==> src/rtl/sha2_pkg.sv <==
// rtl/sha2_pkg.sv - SHA-2 round constants, IVs, FSM states and round functions
package sha2_pkg;

    typedef logic [0:7][31:0] sha2_words_t;

    typedef enum logic [1:0] {
        ST_IDLE,
        ST_ROUND,
        ST_FINAL
    } sha2_state_t;

    localparam logic [31:0] K [64] = '{
        32'h428a2f98, 32'h71374491, 32'hb5c0fbcf, 32'he9b5dba5,
        32'h3956c25b, 32'h59f111f1, 32'h923f82a4, 32'hab1c5ed5,
        32'hd807aa98, 32'h12835b01, 32'h243185be, 32'h550c7dc3,
        32'h72be5d74, 32'h80deb1fe, 32'h9bdc06a7, 32'hc19bf174,
        32'he49b69c1, 32'hefbe4786, 32'h0fc19dc6, 32'h240ca1cc,
        32'h2de92c6f, 32'h4a7484aa, 32'h5cb0a9dc, 32'h76f988da,
        32'h983e5152, 32'ha831c66d, 32'hb00327c8, 32'hbf597fc7,
        32'hc6e00bf3, 32'hd5a79147, 32'h06ca6351, 32'h14292967,
        32'h27b70a85, 32'h2e1b2138, 32'h4d2c6dfc, 32'h53380d13,
        32'h650a7354, 32'h766a0abb, 32'h81c2c92e, 32'h92722c85,
        32'ha2bfe8a1, 32'ha81a664b, 32'hc24b8b70, 32'hc76c51a3,
        32'hd192e819, 32'hd6990624, 32'hf40e3585, 32'h106aa070,
        32'h19a4c116, 32'h1e376c08, 32'h2748774c, 32'h34b0bcb5,
        32'h391c0cb3, 32'h4ed8aa4a, 32'h5b9cca4f, 32'h682e6ff3,
        32'h748f82ee, 32'h78a5636f, 32'h84c87814, 32'h8cc70208,
        32'h90befffa, 32'ha4506ceb, 32'hbef9a3f7, 32'hc67178f2
    };

    localparam sha2_words_t IV256 = {
        32'h6a09e667, 32'hbb67ae85, 32'h3c6ef372, 32'ha54ff53a,
        32'h510e527f, 32'h9b05688c, 32'h1f83d9ab, 32'h5be0cd19
    };

    localparam sha2_words_t IV224 = {
        32'hc1059ed8, 32'h367cd507, 32'h3070dd17, 32'hf70e5939,
        32'hffc00b31, 32'h68581511, 32'h64f98fa7, 32'hbefa4fa4
    };

    function automatic logic [31:0] rotr(input logic [31:0] x, input int n);
        return (x >> n) | (x << (32 - n));
    endfunction

    function automatic logic [31:0] big_sigma0(input logic [31:0] x);
        return rotr(x, 2) ^ rotr(x, 13) ^ rotr(x, 22);
    endfunction

    function automatic logic [31:0] big_sigma1(input logic [31:0] x);
        return rotr(x, 6) ^ rotr(x, 11) ^ rotr(x, 25);
    endfunction

    function automatic logic [31:0] small_sigma0(input logic [31:0] x);
        return rotr(x, 7) ^ rotr(x, 18) ^ (x >> 3);
    endfunction

    function automatic logic [31:0] small_sigma1(input logic [31:0] x);
        return rotr(x, 17) ^ rotr(x, 19) ^ (x >> 10);
    endfunction

    function automatic logic [31:0] ch(input logic [31:0] x, input logic [31:0] y,
                                       input logic [31:0] z);
        return (x & y) ^ (~x & z);
    endfunction

    function automatic logic [31:0] maj(input logic [31:0] x, input logic [31:0] y,
                                        input logic [31:0] z);
        return (x & y) ^ (x & z) ^ (y & z);
    endfunction

    function automatic sha2_words_t iv_words(input logic mode);
        return mode ? IV224 : IV256;
    endfunction

endpackage

==> src/rtl/sha2_round.sv <==
// rtl/sha2_round.sv - one combinational SHA-2 compression round
module sha2_round
    import sha2_pkg::*;
(
    input  logic [31:0] a,
    input  logic [31:0] b,
    input  logic [31:0] c,
    input  logic [31:0] d,
    input  logic [31:0] e,
    input  logic [31:0] f,
    input  logic [31:0] g,
    input  logic [31:0] h,
    input  logic [31:0] kt,
    input  logic [31:0] wt,
    output logic [31:0] next_a,
    output logic [31:0] next_b,
    output logic [31:0] next_c,
    output logic [31:0] next_d,
    output logic [31:0] next_e,
    output logic [31:0] next_f,
    output logic [31:0] next_g,
    output logic [31:0] next_h
);

    logic [31:0] t1;
    logic [31:0] t2;

    assign t1 = h + big_sigma1(e) + ch(e, f, g) + kt + wt;
    assign t2 = big_sigma0(a) + maj(a, b, c);

    assign next_a = t1 + t2;
    assign next_b = a;
    assign next_c = b;
    assign next_d = c;
    assign next_e = d + t1;
    assign next_f = e;
    assign next_g = f;
    assign next_h = g;

endmodule

==> src/rtl/sha2_core_p.sv <==
// rtl/sha2_core_p.sv - SHA-224/256 compression engine, RND_PER_CLK rounds per clock
module sha2_core_p
    import sha2_pkg::*;
#(
    parameter int RND_PER_CLK = 1,
    parameter bit SUPPORT_224 = 1'b1
) (
    input  logic         i_Clk,
    input  logic         i_Rst,
    input  logic         i_fStart,
    input  logic         i_fInit,
    input  logic         i_fMode,
    input  logic [511:0] i_Text,
    output logic         o_fReady,
    output logic         o_fDone,
    output logic [255:0] o_Text
);

    localparam int R = RND_PER_CLK;
    localparam logic [5:0] LAST_T = 6'(64 - R);

    if (!(R == 1 || R == 2 || R == 4 || R == 8)) begin : g_bad_rnd
        $error("sha2_core_p: RND_PER_CLK must be 1, 2, 4 or 8");
    end

    sha2_state_t state;
    sha2_state_t state_nxt;

    logic [31:0] w [16];
    logic [31:0] w_next [16];
    sha2_words_t wv;
    sha2_words_t hr;
    sha2_words_t h_sum;
    sha2_words_t rnd_out;
    logic [5:0]  t_cnt;
    logic        chain_valid;
    logic        mode;
    logic        mode_in;
    logic        load_iv;

    assign o_fReady = (state == ST_IDLE);
    assign mode_in  = SUPPORT_224 ? i_fMode : 1'b0;
    assign load_iv  = i_fInit | ~chain_valid;

    // Extend the window by R words so the next cycle starts at W[t+R].
    always_comb begin
        logic [31:0] x [16 + R];
        for (int i = 0; i < 16; i++) begin
            x[i] = w[i];
        end
        for (int j = 0; j < R; j++) begin
            x[16 + j] = small_sigma1(x[14 + j]) + x[9 + j] + small_sigma0(x[1 + j]) + x[j];
        end
        for (int i = 0; i < 16; i++) begin
            w_next[i] = x[R + i];
        end
    end

    for (genvar j = 0; j < R; j++) begin : g_rnd
        sha2_words_t vin;
        sha2_words_t vout;
        logic [5:0]  t_idx;

        assign t_idx = t_cnt + 6'(j);

        if (j == 0) begin : g_first
            assign vin = wv;
        end else begin : g_next
            assign vin = g_rnd[j - 1].vout;
        end

        sha2_round u_round (
            .a      (vin[0]),
            .b      (vin[1]),
            .c      (vin[2]),
            .d      (vin[3]),
            .e      (vin[4]),
            .f      (vin[5]),
            .g      (vin[6]),
            .h      (vin[7]),
            .kt     (K[t_idx]),
            .wt     (w[j]),
            .next_a (vout[0]),
            .next_b (vout[1]),
            .next_c (vout[2]),
            .next_d (vout[3]),
            .next_e (vout[4]),
            .next_f (vout[5]),
            .next_g (vout[6]),
            .next_h (vout[7])
        );
    end

    assign rnd_out = g_rnd[R - 1].vout;

    always_comb begin
        h_sum = '0;
        for (int i = 0; i < 8; i++) begin
            h_sum[i] = hr[i] + wv[i];
        end
    end

    always_ff @(posedge i_Clk) begin
        if (i_Rst) begin
            state <= ST_IDLE;
        end else begin
            state <= state_nxt;
        end
    end

    always_comb begin
        state_nxt = state;
        case (state)
            ST_IDLE:  if (i_fStart) state_nxt = ST_ROUND;
            ST_ROUND: if (t_cnt == LAST_T) state_nxt = ST_FINAL;
            ST_FINAL: state_nxt = ST_IDLE;
            default:  state_nxt = ST_IDLE;
        endcase
    end

    always_ff @(posedge i_Clk) begin
        if (i_Rst) begin
            for (int i = 0; i < 16; i++) begin
                w[i] <= '0;
            end
            wv          <= '0;
            hr          <= '0;
            t_cnt       <= '0;
            chain_valid <= 1'b0;
            mode        <= 1'b0;
            o_fDone     <= 1'b0;
            o_Text      <= '0;
        end else begin
            o_fDone <= 1'b0;
            case (state)
                ST_IDLE: begin
                    if (i_fStart) begin
                        for (int i = 0; i < 16; i++) begin
                            w[i] <= i_Text[511 - 32*i -: 32];
                        end
                        // H is seeded with the IV too, so FINAL always adds into H.
                        if (load_iv) begin
                            wv   <= iv_words(mode_in);
                            hr   <= iv_words(mode_in);
                            mode <= mode_in;
                        end else begin
                            wv <= hr;
                        end
                        t_cnt <= '0;
                    end
                end
                ST_ROUND: begin
                    wv <= rnd_out;
                    for (int i = 0; i < 16; i++) begin
                        w[i] <= w_next[i];
                    end
                    if (t_cnt != LAST_T) begin
                        t_cnt <= t_cnt + 6'(R);
                    end
                end
                ST_FINAL: begin
                    hr          <= h_sum;
                    chain_valid <= 1'b1;
                    o_fDone     <= 1'b1;
                    if (mode) begin
                        o_Text <= {h_sum[0], h_sum[1], h_sum[2], h_sum[3],
                                   h_sum[4], h_sum[5], h_sum[6], 32'h0};
                    end else begin
                        o_Text <= h_sum;
                    end
                end
                default: ;
            endcase
        end
    end

endmodule

==> config.mk <==
export PLATFORM = sky130hd
export DESIGN_NAME = sha2_core_p
export DESIGN_NICKNAME = d
export VERILOG_FILES = /design/src/rtl/sha2_pkg.sv /design/src/rtl/sha2_round.sv /design/src/rtl/sha2_core_p.sv
export SDC_FILE = /design/constraint.sdc
export NUM_CORES = 2
export LEC_CHECK = 0
export BUFFER_PORTS_ARGS = -buffer_cell sky130_fd_sc_hd__buf_4
export CELL_PAD_IN_SITES_DETAIL_PLACEMENT = 1
export CELL_PAD_IN_SITES_GLOBAL_PLACEMENT = 1
export CORE_ASPECT_RATIO = 1.2
export CORE_MARGIN = 2
export CORE_UTILIZATION = 30
export CTS_CLUSTER_DIAMETER = 200
export DETAILED_ROUTE_END_ITERATION = 12
export PLACE_DENSITY = 0.58
export REMOVE_ABC_BUFFERS = 1
export SLEW_MARGIN = 0
export SYNTH_ARGS = -nofsm -noshare
export SYNTH_HDL_FRONTEND = slang
export SYNTH_SLANG_ARGS = --single-unit
==> constraint.sdc <==
create_clock -name i_Clk -period 10.3 [get_ports i_Clk]
set_clock_uncertainty 0.15 [all_clocks]
set_input_delay 3.09 -clock i_Clk [delete_from_list [all_inputs] [get_ports i_Clk]]
set_output_delay 3.09 -clock i_Clk [all_outputs]
set_load 0.01 [all_outputs]
==> results.sh <==
export IMPL_netlist_area_mm2=0.07714
export IMPL_crit_family="compound AO/OA/AOI/OAI gates"
export IMPL_path_clk_slew_ns=0.06
export IMPL_timing_final_ws_setup_ns=1.678
export IMPL_yosys_top_cells_area="dfxtp_1 20%, edfxtp_1 20%, a21oi_1 6.6%"
export IMPL_cts_htree_levels=4
export IMPL_grt_start_max_net_pins=169
export IMPL_r2r_start="t_cnt[1]"
export IMPL_synth_cell_types=89
export IMPL_gr_usage_met3_pct=6.465
export IMPL_start_kind="register"
export IMPL_yosysTopAreaCell="dfxtp_1"
export IMPL_pre_cts_ws_ns=1.823
export IMPL_cts_tree="built"
export IMPL_power_density_mw_per_mm2=413.3
export IMPL_dp_hpwl_um=299800
export IMPL_clock_path_buffers=4
export IMPL_cp_max_fo=14
export IMPL_grt_first_pass_wirelength_um=553400
export IMPL_wl_per_cell_um=30.81
export IMPL_crit_buf_inv=7
export IMPL_critPathSlowestCell="fa_1"
export IMPL_final_cell_mix="1243 x nand2_1, 1079 x buf_4, 1014 x a21oi_1"
export IMPL_synth_edf_count=512
export IMPL_drive_above_1_share_pct=15.64
export IMPL_slew_violations=0
export IMPL_required_ns=10.88
export IMPL_post_cts_buffers=0
export IMPL_hp_start="o_Text[180]"
export IMPL_use_met2_pct=49.62
export IMPL_yosys_warnings=0
export IMPL_drc=0
export IMPL_peakVddDrop_v=0.0007853
export IMPL_cpMostUsedCell="a21oi_1"
export IMPL_hold_buffers=0
export IMPL_max_freq_mhz=116.0
export IMPL_fin_nets=10370
export IMPL_status="completed"
export IMPL_clock_root_buffer="clkbuf_16"
export IMPL_crit_arrival_ns=9.20
export IMPL_routabilityCongestion=0.9824
export IMPL_period_share_pct=83.71
export IMPL_synthFlopType="dfxtp_1"
export IMPL_grt_use_total_pct=29.16
export IMPL_overflow=0
export IMPL_netlist_area_leader_share_pct=20.22
export IMPL_critPathLaunch="t_cnt[1]"
export IMPL_cts_resized=0
export IMPL_grt_pass1_vias=73400
export IMPL_rows=203
export IMPL_finalSetupViolCount=0
export IMPL_numClockSinks=1291
export IMPL_worst_path_stages=35
export IMPL_dr_pass1_iters=6
export IMPL_maxSlewHeadroom_pct=10.63
export IMPL_initial_core_util_pct=30.22
export IMPL_die_height_um=559.5
export IMPL_core_area_mm2=0.2553
export IMPL_synth_avg_cell_area_um2=9.008
export IMPL_numCtsBuffers=164
export IMPL_grt_antenna_before_repair=56
export IMPL_grt_use_met1_pct=34.80
export IMPL_ant_nets=0
export IMPL_yosysSeqAreaShare_pct=40.15
export IMPL_postLayoutCoreUtil_pct=36.45
export IMPL_postSynthCellCount=8563
export IMPL_period_needed_ns=8.622
export IMPL_power_leakage_uw=0.03917
export IMPL_die_area_mm2=0.2612
export IMPL_setup_tns_ns=0
export IMPL_ys_seq_elements=1291
export IMPL_reg2regPathDepth=35
export IMPL_top_usage_layer="met2"
export IMPL_die_w_um=466.9
export IMPL_rsz0062_at_grt="false"
export IMPL_whs_path_depth=2
export IMPL_viasPerCell=5.545
export IMPL_drt_total_wl_um=393800
export IMPL_critPathCaptureType="register"
export IMPL_drt_iter0_markers=4671
export IMPL_finalHoldViolCount=0
export IMPL_synthArstFlopShare_pct=0
export IMPL_area_growth_pct=20.61
export IMPL_crit_type="reg2reg"
export IMPL_min_path_type="reg2reg"
export IMPL_cap_violations=0
export IMPL_final_common_cell="nand2_1"
export IMPL_port_buffers=774
export IMPL_dr_total_vias=70870
export IMPL_tightest_slew_ns=1.336
export IMPL_critPathMaxStageDelay_ns=0.57
export IMPL_clock_latency_ns=0.90
export IMPL_io_pins=775
-- cell type report --
type                       instances  area (µm²)
clock buffer                     217        4454
fill                           29360      162200
clock inverter                    65       743.2
timing repair buffer            1091        8335
multi-input combinational       6360       42890
inverter                         353        1344
tap                             3382        4232
sequential                      1291       30980
antenna                           22       55.05
-- report_power, final --
group	switching (µW)	total (µW)	internal, µW
clock	2480	5850	3370
sequential	606	6470	5860
combinational	14700	26100	11400
total	17800	38500	20700
-- Yosys cell counts, drive strengths merged, types with 30 or more instances --
cell type,number
or3,34
a221oi,97
mux2,30
ha,395
xnor2,411
nor2,551
nand2,1248
o21bai,43
o21ai,471
nor2b,84
o211ai,37
a21o,192
buf,43
o21a,84
nand2b,67
o31ai,31
dfxtp,779
a211oi,80
a21oi,1016
a31oi,115
o221a,40
inv,352
nor3,87
a22o,357
nand3,98
xor2,149
a22oi,78
clkbuf,516
fa,197
edfxtp,512
-- worst paths after layout --
| check | to | slack, ns |
|---|---|---|
| max | g_rnd[0].vin[255] | 1.68 |
| min | o_Text[180] | 0.29 |
| max reg2reg | g_rnd[0].vin[255] | 1.68 |
| min reg2reg | o_Text[180] | 0.29 |
-- flip-flops by register name (all words and copies together), names as in the netlist --
register,flops
state,2
w,512
o_Text,256
t_cnt,6
hr,256
mode,1
chain_valid,1
o_fDone,1
g_rnd.vin,256
-- per-stage QoR --
step / cell area (µm²) / total power [µW] / hold slack (ns) / instances
global placement: 87790 / 31890 / 0.2798 / 12480
CTS: 92980 / 38520 / 0.2914 / 12760
global route: 93000 / 41070 / 0.3148 / 12770
detailed placement: 87790 / 32450 / 0.2835 / 12480
finish: 93040 / 38450 / 0.2929 / 12780
floorplan: 75040 / 21900 / 0.2895 / 8004
-- per-layer routing --
metal	wire length, µm	share of wire (%)	vias to the layer above
met2	190600	48	2054
met5	344	0.087	-
met3	24560	6.2	620
met1	158300	40	36150
li1	-	-	32000
met4	19950	5.1	52
-- cell families (layout without fill, tap and decap cells) --
family	Yosys count	after routing	synth area share [%]
other cells	0	22	0
flops	1291	1291	40.15
buf+inv	912	1726	4.438
fa+ha+maj	614	614	11.80
mux	55	55	0.8759
xor+xnor	561	561	6.387
simple gates	2309	2309	12.69
compound gates	2821	2821	23.65
-- worst min-delay path, cell delays in order (launching register included) --
cell     delay [ns]
dfxtp_1        0.31
nand2_1        0.05
nand2_1        0.04
No activity file was read; power rests on OpenSTA's default activity.
